==> config.mk <==
export PLATFORM = sky130hd
export DESIGN_NAME = matrix_scan_ctrl_flat
export DESIGN_NICKNAME = d
export VERILOG_FILES = /design/src/rtl/matrix_scan_ctrl_pkg.sv /design/src/rtl/matrix_scan_ctrl_if.sv /design/src/rtl/matrix_scan_ctrl_scan_image_sel.sv /design/src/rtl/matrix_scan_ctrl.sv /design/src/flat_wrapper.sv
export SDC_FILE = /design/constraint.sdc
export NUM_CORES = 1
export LEC_CHECK = 0
export BUFFER_PORTS_ARGS = -buffer_cell sky130_fd_sc_hd__buf_2
export CORE_MARGIN = 2
export CORE_UTILIZATION = 50
export DETAILED_ROUTE_END_ITERATION = 10
export HOLD_SLACK_MARGIN = 0.02
export PLACE_DENSITY = 0.7
export SYNTH_ARGS = -nofsm -noshare
export SYNTH_HDL_FRONTEND = slang
export SYNTH_SLANG_ARGS = --single-unit
==> constraint.sdc <==
create_clock -name clk -period 3.4 [get_ports clk]
set_input_delay 0.51 -clock clk [delete_from_list [all_inputs] [get_ports clk]]
set_output_delay 0.51 -clock clk [all_outputs]
set_load 0.01 [all_outputs]
==> src/rtl/matrix_scan_ctrl_pkg.sv <==
// matrix_scan_ctrl_pkg: state/phase encodings, image vector and row-drive helpers shared by the scan controller.
package matrix_scan_ctrl_pkg;
    localparam int NUM_ROWS = 7;
    localparam logic [6:0] ROW_OFF = 7'h7F;
    typedef enum logic [1:0] {ST_START, ST_SCAN, ST_BLANK} state_t;
    typedef enum logic {PH_LEVEL, PH_MODE} phase_t;
    typedef struct packed {
        logic critico;
        logic baixo;
        logic medio;
        logic alto;
        logic aspersao;
        logic gotejamento;
    } image_t;
    function automatic logic [6:0] row_drive(logic [2:0] s);
        return ~(7'd1 << s);
    endfunction
    // Level images use alarm priority; mode images prefer sprinkler over drip.
    function automatic image_t select_image(phase_t ph, image_t f);
        image_t r = '0;
        if (ph == PH_LEVEL) begin
            if (f.critico) r.critico = 1'b1;
            else if (f.baixo) r.baixo = 1'b1;
            else if (f.medio) r.medio = 1'b1;
            else if (f.alto) r.alto = 1'b1;
        end else if (f.aspersao) r.aspersao = 1'b1;
        else if (f.gotejamento) r.gotejamento = 1'b1;
        return r;
    endfunction
endpackage

==> src/rtl/matrix_scan_ctrl_if.sv <==
// matrix_scan_ctrl_if: enable/flag inputs and row/image outputs of the matrix scan controller.
interface matrix_scan_ctrl_if;
    logic       disp_en;
    logic       Critico_in, Baixo_in, Medio_in, Alto_in, Aspersao_in, Gotejamento_in;
    logic [2:0] S;
    logic [6:0] Row;
    logic       Critico, Baixo, Medio, Alto, Aspersao, Gotejamento;
    logic       frame_tick;
    modport master (
        input  disp_en, Critico_in, Baixo_in, Medio_in, Alto_in, Aspersao_in, Gotejamento_in,
        output S, Row, Critico, Baixo, Medio, Alto, Aspersao, Gotejamento, frame_tick
    );
    modport slave (
        output disp_en, Critico_in, Baixo_in, Medio_in, Alto_in, Aspersao_in, Gotejamento_in,
        input  S, Row, Critico, Baixo, Medio, Alto, Aspersao, Gotejamento, frame_tick
    );
endinterface

==> src/rtl/matrix_scan_ctrl_scan_image_sel.sv <==
// scan_image_sel: frame counter, level/mode phase alternation and per-frame image register.
module scan_image_sel
    import matrix_scan_ctrl_pkg::*;
#(
    parameter int ALT_FRAMES = 50
) (
    input  logic   clk,
    input  logic   rst_n,
    input  logic   clr,
    input  logic   load,
    input  logic   wrap,
    input  image_t flags,
    output image_t img
);
    logic [7:0] frame_cnt, frame_nxt;
    phase_t     phase, phase_nxt;
    logic       alt;
    // Mode phase is skipped entirely when no irrigation mode is active.
    always_comb begin
        alt       = wrap && frame_cnt == 8'(ALT_FRAMES - 1);
        frame_nxt = alt ? '0 : frame_cnt + {7'd0, wrap};
        phase_nxt = !alt ? phase :
                    (phase == PH_LEVEL && (flags.aspersao || flags.gotejamento)) ? PH_MODE : PH_LEVEL;
    end
    always_ff @(posedge clk or negedge rst_n) begin
        if (!rst_n) begin
            frame_cnt <= '0;
            phase     <= PH_LEVEL;
            img       <= '0;
        end else if (clr) begin
            frame_cnt <= '0;
            phase     <= PH_LEVEL;
            img       <= '0;
        end else if (load) begin
            frame_cnt <= frame_nxt;
            phase     <= phase_nxt;
            img       <= select_image(phase_nxt, flags);
        end
    end
endmodule

==> src/rtl/matrix_scan_ctrl.sv <==
// matrix_scan_ctrl: 7-row LED matrix scanner with tear-free level/mode image alternation.
// Define SCAN_BLANKING_EN to insert one dark cycle after every row.
module matrix_scan_ctrl
    import matrix_scan_ctrl_pkg::*;
#(
    parameter int ROW_DWELL  = 1000,
    parameter int ALT_FRAMES = 50
) (
    input logic clk,
    input logic rst_n,
    matrix_scan_ctrl_if.master bus
);
    state_t      state, state_nxt;
    logic [2:0]  s, s_nxt;
    logic [15:0] dwell, dwell_nxt;
    logic [6:0]  row, row_nxt;
    logic        tick, tick_nxt;
    logic        last, wrap, load;
    image_t      flags, img;
    assign last  = state == ST_SCAN && dwell == 16'(ROW_DWELL - 1);
    assign wrap  = bus.disp_en && last && s == 3'(NUM_ROWS - 1);
    assign load  = bus.disp_en && (state == ST_START || wrap);
    assign flags = {bus.Critico_in, bus.Baixo_in, bus.Medio_in, bus.Alto_in, bus.Aspersao_in, bus.Gotejamento_in};
    assign {bus.Critico, bus.Baixo, bus.Medio, bus.Alto, bus.Aspersao, bus.Gotejamento} = img;
    assign bus.S          = s;
    assign bus.Row        = row;
    assign bus.frame_tick = tick;
    always_ff @(posedge clk or negedge rst_n) begin
        if (!rst_n) begin
            state <= ST_START;
            s     <= '0;
            dwell <= '0;
            row   <= ROW_OFF;
            tick  <= 1'b0;
        end else begin
            state <= state_nxt;
            s     <= s_nxt;
            dwell <= dwell_nxt;
            row   <= row_nxt;
            tick  <= tick_nxt;
        end
    end
    always_comb begin
`ifdef SCAN_BLANKING_EN
        state_nxt = !bus.disp_en ? ST_START : last ? ST_BLANK : ST_SCAN;
`else
        state_nxt = !bus.disp_en ? ST_START : ST_SCAN;
`endif
    end
    // Outputs are computed from next-state values so every port comes straight from a flop.
    always_comb begin
        s_nxt     = (!bus.disp_en || state == ST_START) ? '0 :
                    !last ? s : (s == 3'(NUM_ROWS - 1)) ? '0 : s + 3'd1;
        dwell_nxt = (!bus.disp_en || state != ST_SCAN || last) ? '0 : dwell + 16'd1;
        row_nxt   = state_nxt == ST_SCAN ? row_drive(s_nxt) : ROW_OFF;
        tick_nxt  = state_nxt == ST_SCAN && s_nxt == 3'(NUM_ROWS - 1) && dwell_nxt == 16'(ROW_DWELL - 1);
    end
    scan_image_sel #(.ALT_FRAMES(ALT_FRAMES)) u_image_sel (
        .clk   (clk),
        .rst_n (rst_n),
        .clr   (!bus.disp_en),
        .load  (load),
        .wrap  (wrap),
        .flags (flags),
        .img   (img)
    );
endmodule

==> src/flat_wrapper.sv <==
// flat-port wrapper written by rule: the top's interface ports become plain ports
module matrix_scan_ctrl_flat import matrix_scan_ctrl_pkg::*;
#(
    parameter int ROW_DWELL  = 1000,
    parameter int ALT_FRAMES = 50
)
  (clk, rst_n, bus_disp_en, bus_Critico_in, bus_Baixo_in, bus_Medio_in, bus_Alto_in, bus_Aspersao_in, bus_Gotejamento_in, bus_S, bus_Row, bus_Critico, bus_Baixo, bus_Medio, bus_Alto, bus_Aspersao, bus_Gotejamento, bus_frame_tick);
  matrix_scan_ctrl_if bus_i ();
  input logic clk;
  input logic rst_n;
  input wire logic [$bits(bus_i.disp_en)-1:0] bus_disp_en;
  input wire logic [$bits(bus_i.Critico_in)-1:0] bus_Critico_in;
  input wire logic [$bits(bus_i.Baixo_in)-1:0] bus_Baixo_in;
  input wire logic [$bits(bus_i.Medio_in)-1:0] bus_Medio_in;
  input wire logic [$bits(bus_i.Alto_in)-1:0] bus_Alto_in;
  input wire logic [$bits(bus_i.Aspersao_in)-1:0] bus_Aspersao_in;
  input wire logic [$bits(bus_i.Gotejamento_in)-1:0] bus_Gotejamento_in;
  output wire logic [$bits(bus_i.S)-1:0] bus_S;
  output wire logic [$bits(bus_i.Row)-1:0] bus_Row;
  output wire logic [$bits(bus_i.Critico)-1:0] bus_Critico;
  output wire logic [$bits(bus_i.Baixo)-1:0] bus_Baixo;
  output wire logic [$bits(bus_i.Medio)-1:0] bus_Medio;
  output wire logic [$bits(bus_i.Alto)-1:0] bus_Alto;
  output wire logic [$bits(bus_i.Aspersao)-1:0] bus_Aspersao;
  output wire logic [$bits(bus_i.Gotejamento)-1:0] bus_Gotejamento;
  output wire logic [$bits(bus_i.frame_tick)-1:0] bus_frame_tick;
  assign bus_i.disp_en = bus_disp_en;
  assign bus_i.Critico_in = bus_Critico_in;
  assign bus_i.Baixo_in = bus_Baixo_in;
  assign bus_i.Medio_in = bus_Medio_in;
  assign bus_i.Alto_in = bus_Alto_in;
  assign bus_i.Aspersao_in = bus_Aspersao_in;
  assign bus_i.Gotejamento_in = bus_Gotejamento_in;
  assign bus_S = bus_i.S;
  assign bus_Row = bus_i.Row;
  assign bus_Critico = bus_i.Critico;
  assign bus_Baixo = bus_i.Baixo;
  assign bus_Medio = bus_i.Medio;
  assign bus_Alto = bus_i.Alto;
  assign bus_Aspersao = bus_i.Aspersao;
  assign bus_Gotejamento = bus_i.Gotejamento;
  assign bus_frame_tick = bus_i.frame_tick;
  matrix_scan_ctrl #(.ROW_DWELL(ROW_DWELL), .ALT_FRAMES(ALT_FRAMES)) u_core (.clk(clk), .rst_n(rst_n), .bus(bus_i));
endmodule
Word level (Yosys, flattened, before mapping)
Cells that the tools add are included.
Widths: inputs -> output; s select.
{"block": "word_totals", "ff_bits": 43, "inputBits": 9, "output_inout_bits": 17, "word_cells": 70}
{"block": "classes", "add_sub_neg": 3, "eq_ne": 9, "n_shift": 1, "muxes": 27, "bitwise": 2, "reduce_logical": 15}
{"operator": "$eq 16x10->1 const B", "n": 2}
{"operator": "$mux 8", "n": 3}
{"operator": "$add 16x1->16 const B", "n": 1}
{"operator": "$mux 16", "n": 1}
{"operator": "$mux 1", "n": 13}
{"operator": "$mux 3", "n": 4}
{"operator": "$mux 6", "n": 2}
{"operator": "$add 8x1->8", "n": 1}
{"operator": "$eq 8x6->1 const B", "n": 1}
{"operator": "$logic_and 1x1->1", "n": 8}
{"operator": "$mux 7", "n": 1}
{"operator": "$not 7->7", "n": 1}
{"operator": "$shl 1x3->7 const A", "n": 1}
{"operator": "$eq 3x3->1 const B", "n": 2}
{"operator": "$logic_or 1x1->1", "n": 5}
{"operator": "$mux 2", "n": 2}
{"operator": "$mux 4", "n": 1}
{"operator": "$add 3x1->3 const B", "n": 1}
{"operator": "$eq 1x1->1 const B", "n": 2}
{"operator": "$logic_not 2->1", "n": 1}
{"operator": "$ne 2x1->1 const B", "n": 1}
{"operator": "$logic_not 1->1", "n": 1}
{"operator": "$ne 1x1->1 const B", "n": 1}
{"operator": "$not 1->1", "n": 1}

Depth between registers and ports, before layout
{"block": "depth", "depth_word": 9, "mapped_depth": 10, "ltp_nobuf": 10}

Hierarchy
From an unflattened synthesis, not the netlist that was laid out.
{"block": "hier_totals", "hier_cells": 233, "hier_area_um2": 2254.7}
{"module": "matrix_scan_ctrl", "n_inst": 1, "cells_each": 153, "area_per_inst_um2": 1450.1, "seq_area_each_um2": 709.4}
{"module": "scan_image_sel", "n_inst": 1, "cells_each": 80, "area_per_inst_um2": 804.5, "seq_area_each_um2": 375.4}

Least setup slack after synthesis
No wires, ideal clock.
{"block": "synth_path", "path_kind": "reg2reg", "from": "register u_core.s[1] (netlist: u_core.bus.S[1])", "to": "register u_core.u_image_sel.frame_cnt[6]", "setup_time_ns": 0.077, "arrival_time_ns": 2.223, "t_required_ns": 3.323, "path_slack_ns": 1.100, "path_stages_with_launch": 11, "path_buffers": 1, "period_less_slack_ns": 2.300, "path_cell_list": "dfrtp_1 buf_2 nor2b_1 nand2_1 nor2_1 and2_1 ha_1 ha_1 nand3_1 or4_1 a21oi_1"}
{"block": "synth_between", "elab_chain_cells": 6, "word_cells_on_any_way": 10, "classes_between": "add/sub (1); eq/ne (2); mux (3); reduce/logical (4)"}
{"item": "start: declaration", "line_no": "matrix_scan_ctrl.sv:14", "rtl": "logic [2:0] s, s_nxt;"}
{"item": "start signal: assignment", "line_no": "matrix_scan_ctrl.sv:37", "rtl": "s <= s_nxt;"}
{"item": "$eq 3x3->1 *", "line_no": "matrix_scan_ctrl.sv:21", "rtl": "assign wrap = bus.disp_en && last && s == 3'(NUM_ROWS - 1);"}
{"item": "$logic_and 1x1->1 *", "line_no": "matrix_scan_ctrl.sv:21"}
{"item": "$add 8x1->8 or $logic_and 1x1->1 (tied branches)", "line_no": "matrix_scan_ctrl_scan_image_sel.sv:21, matrix_scan_ctrl_scan_image_sel.sv:20"}
{"item": "$mux 8", "line_no": "matrix_scan_ctrl_scan_image_sel.sv:21", "rtl": "frame_nxt = alt ? '0 : frame_cnt + {7'd0, wrap};"}
{"item": "$mux 8", "line_no": "matrix_scan_ctrl_scan_image_sel.sv:34", "rtl": "end else if (load) begin"}
{"item": "$mux 8", "line_no": "matrix_scan_ctrl_scan_image_sel.sv:30", "rtl": "end else if (clr) begin"}
{"item": "end signal: assignment", "line_no": "matrix_scan_ctrl_scan_image_sel.sv:35", "rtl": "frame_cnt <= frame_nxt;"}
{"item": "end: declaration", "line_no": "matrix_scan_ctrl_scan_image_sel.sv:15", "rtl": "logic [7:0] frame_cnt, frame_nxt;"}
Mark *: on every way between the ends. The rest lies on a longest branch, timed or not. The select of a mux whose other input is x is not followed.
A chain may end at the register's enable or synchronous reset.

Worst setup path after layout
Same ends and word-level chain as after synthesis.

==> results by group <==
Synthesis
  – Avg Inst Size Synth: 9.30 µm²
  – Synth Instances: 251
  – XOR/XNOR Fraction of Synth Area: 0.0600
  – Cell Area, Synth: 2330 µm²
  – Synth Flop Type: dfrtp_1
  – Seq/Total Area, Yosys: 0.465
  – Synth warnings: 0
  – Post-Synth Adder-Cell Area: 0.0161
  – Commonest cells in the netlist: dfrtp_1 (36), nand2_1 (29), nor2_1 (29)
  – Main combinational cell family by area after synthesis: simple AND/OR/NAND/NOR gates
  – Yosys top cell by area: dfrtp_1
  – Yosys cell types: 48
  – Yosys reg bits: 43
  – Main area contributors after synthesis: dfrtp_1 (39%), dfstp_2 (7.9%), nand2_1 (4.7%)
  – Top-count cell post-synth: dfrtp_1
  – Synth Area in Compound Gates: 0.105
  – Top cell type's share of synthesized area: 0.386
  – Simple-gate share of the synthesized area: 0.300
  – Synth async-reset ratio: 1.00
  – Net Count, Synth: 263
  – Multiplexer share of the synthesized area: 0.0134
  – Post-synth EDFFs: 0

Global route
  – Largest net degree at the start of global routing: 44
  – Initial antenna violation count: 0
  – First-pass GRT wire length: 8.38 mm
  – Vias in the first global route: 1798
  – Total grt overflow: 0
  – Total track usage: 0.209

Floorplan
  – Initial Utilization: 0.529
  – Core area: 4410 µm²
  – Die width: 72.3 µm
  – Die ar.: 5230 µm²
  – I/O Pins: 26
  – Cell Rows: 24
  – Die height: 72.3 µm

STA
  – Count of final setup violators: 0
  – Final Max Tran Viols: 0
  – Max Freq: 0.393 GHz
  – Fin. Hold Viols: 0
  – Rel. slew slack: 0.374
  – Post-layout min period: 2.55 ns
  – Worst-Margin Slew: 0.939 ns
  – RSZ-0062 raised after global routing: no
  – Setup tns final: 0 ns
  – Final Skew: 0.00874 ns
  – Period utilization: 0.749
  – Final hold slack: 0.346 ns

Setup path
  – Crit-path most repeated cell: ha_1
  – Slowest CP cell: dfrtp_1
  – R2R depth: 9
  – Critical path's top delay family: simple AND/OR/NAND/NOR gates
  – Worst R2R Setup Slack: 0.85 ns
  – WS Path Type: reg2reg
  – Worst Path Required: 3.63 ns
  – Largest stage delay, worst path: 0.54 ns
  – Max FO, Critical Path: 10
  – Critical R2R Capture: u_core.u_image_sel.frame_cnt[6]$_DFFE_PN0P_
  – FF-to-FF Start: u_core.bus.S[1]$_DFF_PN0_
  – CP Buf/Inv Count: 0
  – Crit path from: u_core.bus.S[1]$_DFF_PN0_
  – CP Capture Point: u_core.u_image_sel.frame_cnt[6]$_DFFE_PN0P_
  – Crit-path cells: nor2b_1 > nand2_1 > nor2_1 > and2_1 > ha_1 > ha_1 > nand3_1 > or4_1 > a21oi_1
  – Endpoint class of the critical path: flop
  – Total stage count of the critical path: 9
  – Startpoint Class: flop
  – Crit path DAT: 2.78 ns

CTS
  – CTS tree: built
  – CTS sink count: 43
  – Num CTS Buffers: 5
  – Resize count post-CTS: 0
  – Cts hold-fix bufs: 0
  – H-tree Lvls: 2
  – Clock transition at the registers of the reported paths: 0.08 ns
  – Clock root cell: clkbuf_8
  – Post-CTS repair timing setup buffer count: 0
  – CTS Buffer Depth: 2
  – Clk_lat worst skew: 0.30 ns

Run status
  – Status: completed

Route
  – WL final: 4.90 mm
  – Drt via density: 5.80
  – Detailed-router iteration count before antenna repair: 4
  – Vias: 1878
  – Remaining DRCs: 0
  – Iteration-0 DRC Markers: 146
  – Wirelength per Cell: 15.1 µm
  – Final ANT Viol Nets: 0

Power and ir drop
  – PwrDens: 370 nW/µm²
  – Peak supply drop: 212 µV
  – Total power: 949 µW
  – Leak Pwr: 0.00100 µW

Min path
  – Worst hold path class: in2async

Cells and area
  – Antenna Cells: 0
  – Nets: 283
  – Layout area overhead: 9.91%
  – Final Util: 0.581
  – Layout cells sized above 1: 0.169
  – Design Area, Final: 2570 µm²
  – Fillers: 389

Place
  – RD Place Congestion: 0.879
  – Buffers on Ports: 25
  – Placed cell area: 2460 µm²
  – DPL Wire Length: 3.50 mm

Flow run
  – Max Cap Viol: 0
[flip-flops by register name (all words and copies together) (netlist names)]
signal                        flops
u_core.u_image_sel.img            6
u_core.u_image_sel.frame_cnt      8
u_core.bus.frame_tick             1
u_core.dwell                     16
u_core.state                      1
u_core.bus.S                      3
u_core.bus.Row                    7
u_core.u_image_sel.phase          1
[cell type report]
| cell class | count | area, µm² | share of cell area |
|---|---|---|---|
| clock buffer | 7 | 76.3 | 0.0297 |
| clock inverter | 1 | 30.0 | 0.0117 |
| inverter | 6 | 22.5 | 0.00878 |
| multi-input combinational | 189 | 1150 | 0.450 |
| sequential | 43 | 1080 | 0.423 |
| tap | 52 | 65.1 | 0.0254 |
| timing repair buffer | 26 | 133 | 0.0517 |
[report_power, final]
group / internal (µW) / switching, µW
combinational: 11.1 / 29.8
clock: 220 / 170
sequential: 516 / 3.20
total: 746 / 203
[worst min-delay path by stage]
stage / from / to / slack, ns / cells after the start
after global routing: rst_n / u_core.u_image_sel.img[3]$_DFFE_PN0P_ / 0.42 / 1
after global placement: u_core.u_image_sel.img[3]$_DFFE_PN0P_ / u_core.u_image_sel.img[3]$_DFFE_PN0P_ / 0.46 / 2
after floorplan: rst_n / u_core.bus.S[0]$_DFF_PN0_ / 0.21 / 0
final: rst_n / u_core.u_image_sel.img[3]$_DFFE_PN0P_ / 0.35 / 1
after CTS: rst_n / u_core.u_image_sel.img[3]$_DFFE_PN0P_ / 0.37 / 1
after detailed placement: u_core.u_image_sel.img[0]$_DFFE_PN0P_ / u_core.u_image_sel.img[0]$_DFFE_PN0P_ / 0.47 / 2
[through the flow]
stage	std cells	setup WS (ns)
detailed placement	316	0.871
CTS	324	0.868
global placement	316	0.948
finish	324	0.853
floorplan	251	1.10
global route	324	0.584
[cells by family (layout without fill, tap and decap cells)]
group / Yosys count / in the layout
DFF: 43 / 43
buffers and inverters: 19 / 40
muxes: 3 / 3
adders and majority gates: 3 / 3
xor gates and xnor gates: 16 / 16
AOI/OAI and AO/OA: 39 / 39
and+or+nand+nor: 128 / 128
[cells in the final DEF (no fill, tap or decap), types with 3 or more instances in the layout]
cell      netlist  final
ha_1            3      3
o21ai_0        16     16
clkbuf_8        0      5
nand3_1        15     15
nor4_1          5      5
xnor2_1        10     10
nand2_1        29     29
and2_1          4      4
nand4b_1        3      3
o31ai_1         3      3
nor2b_1         4      4
buf_2           6     25
nor2_1         29     29
a21oi_1        11     11
inv_1           6      6
dfstp_2         7      7
xor2_1          6      6
nand3b_1        3      3
nand4_1         9      9
dfrtp_1        36     36
or3_1           7      7
[layer usage]
| layer | share of wire | GRT usage | vias up |
|---|---|---|---|
| met2 | 0.46 | 0.314 | 50 |
| met4 | 0.022 | 0.0964 | 0 |
| met1 | 0.47 | 0.287 | 889 |
| li1 | - | - | 931 |
| met3 | 0.049 | 0.0514 | 8 |
| met5 | 0 | 0 | - |
Note: power is estimated with default switching activity, not from simulation.
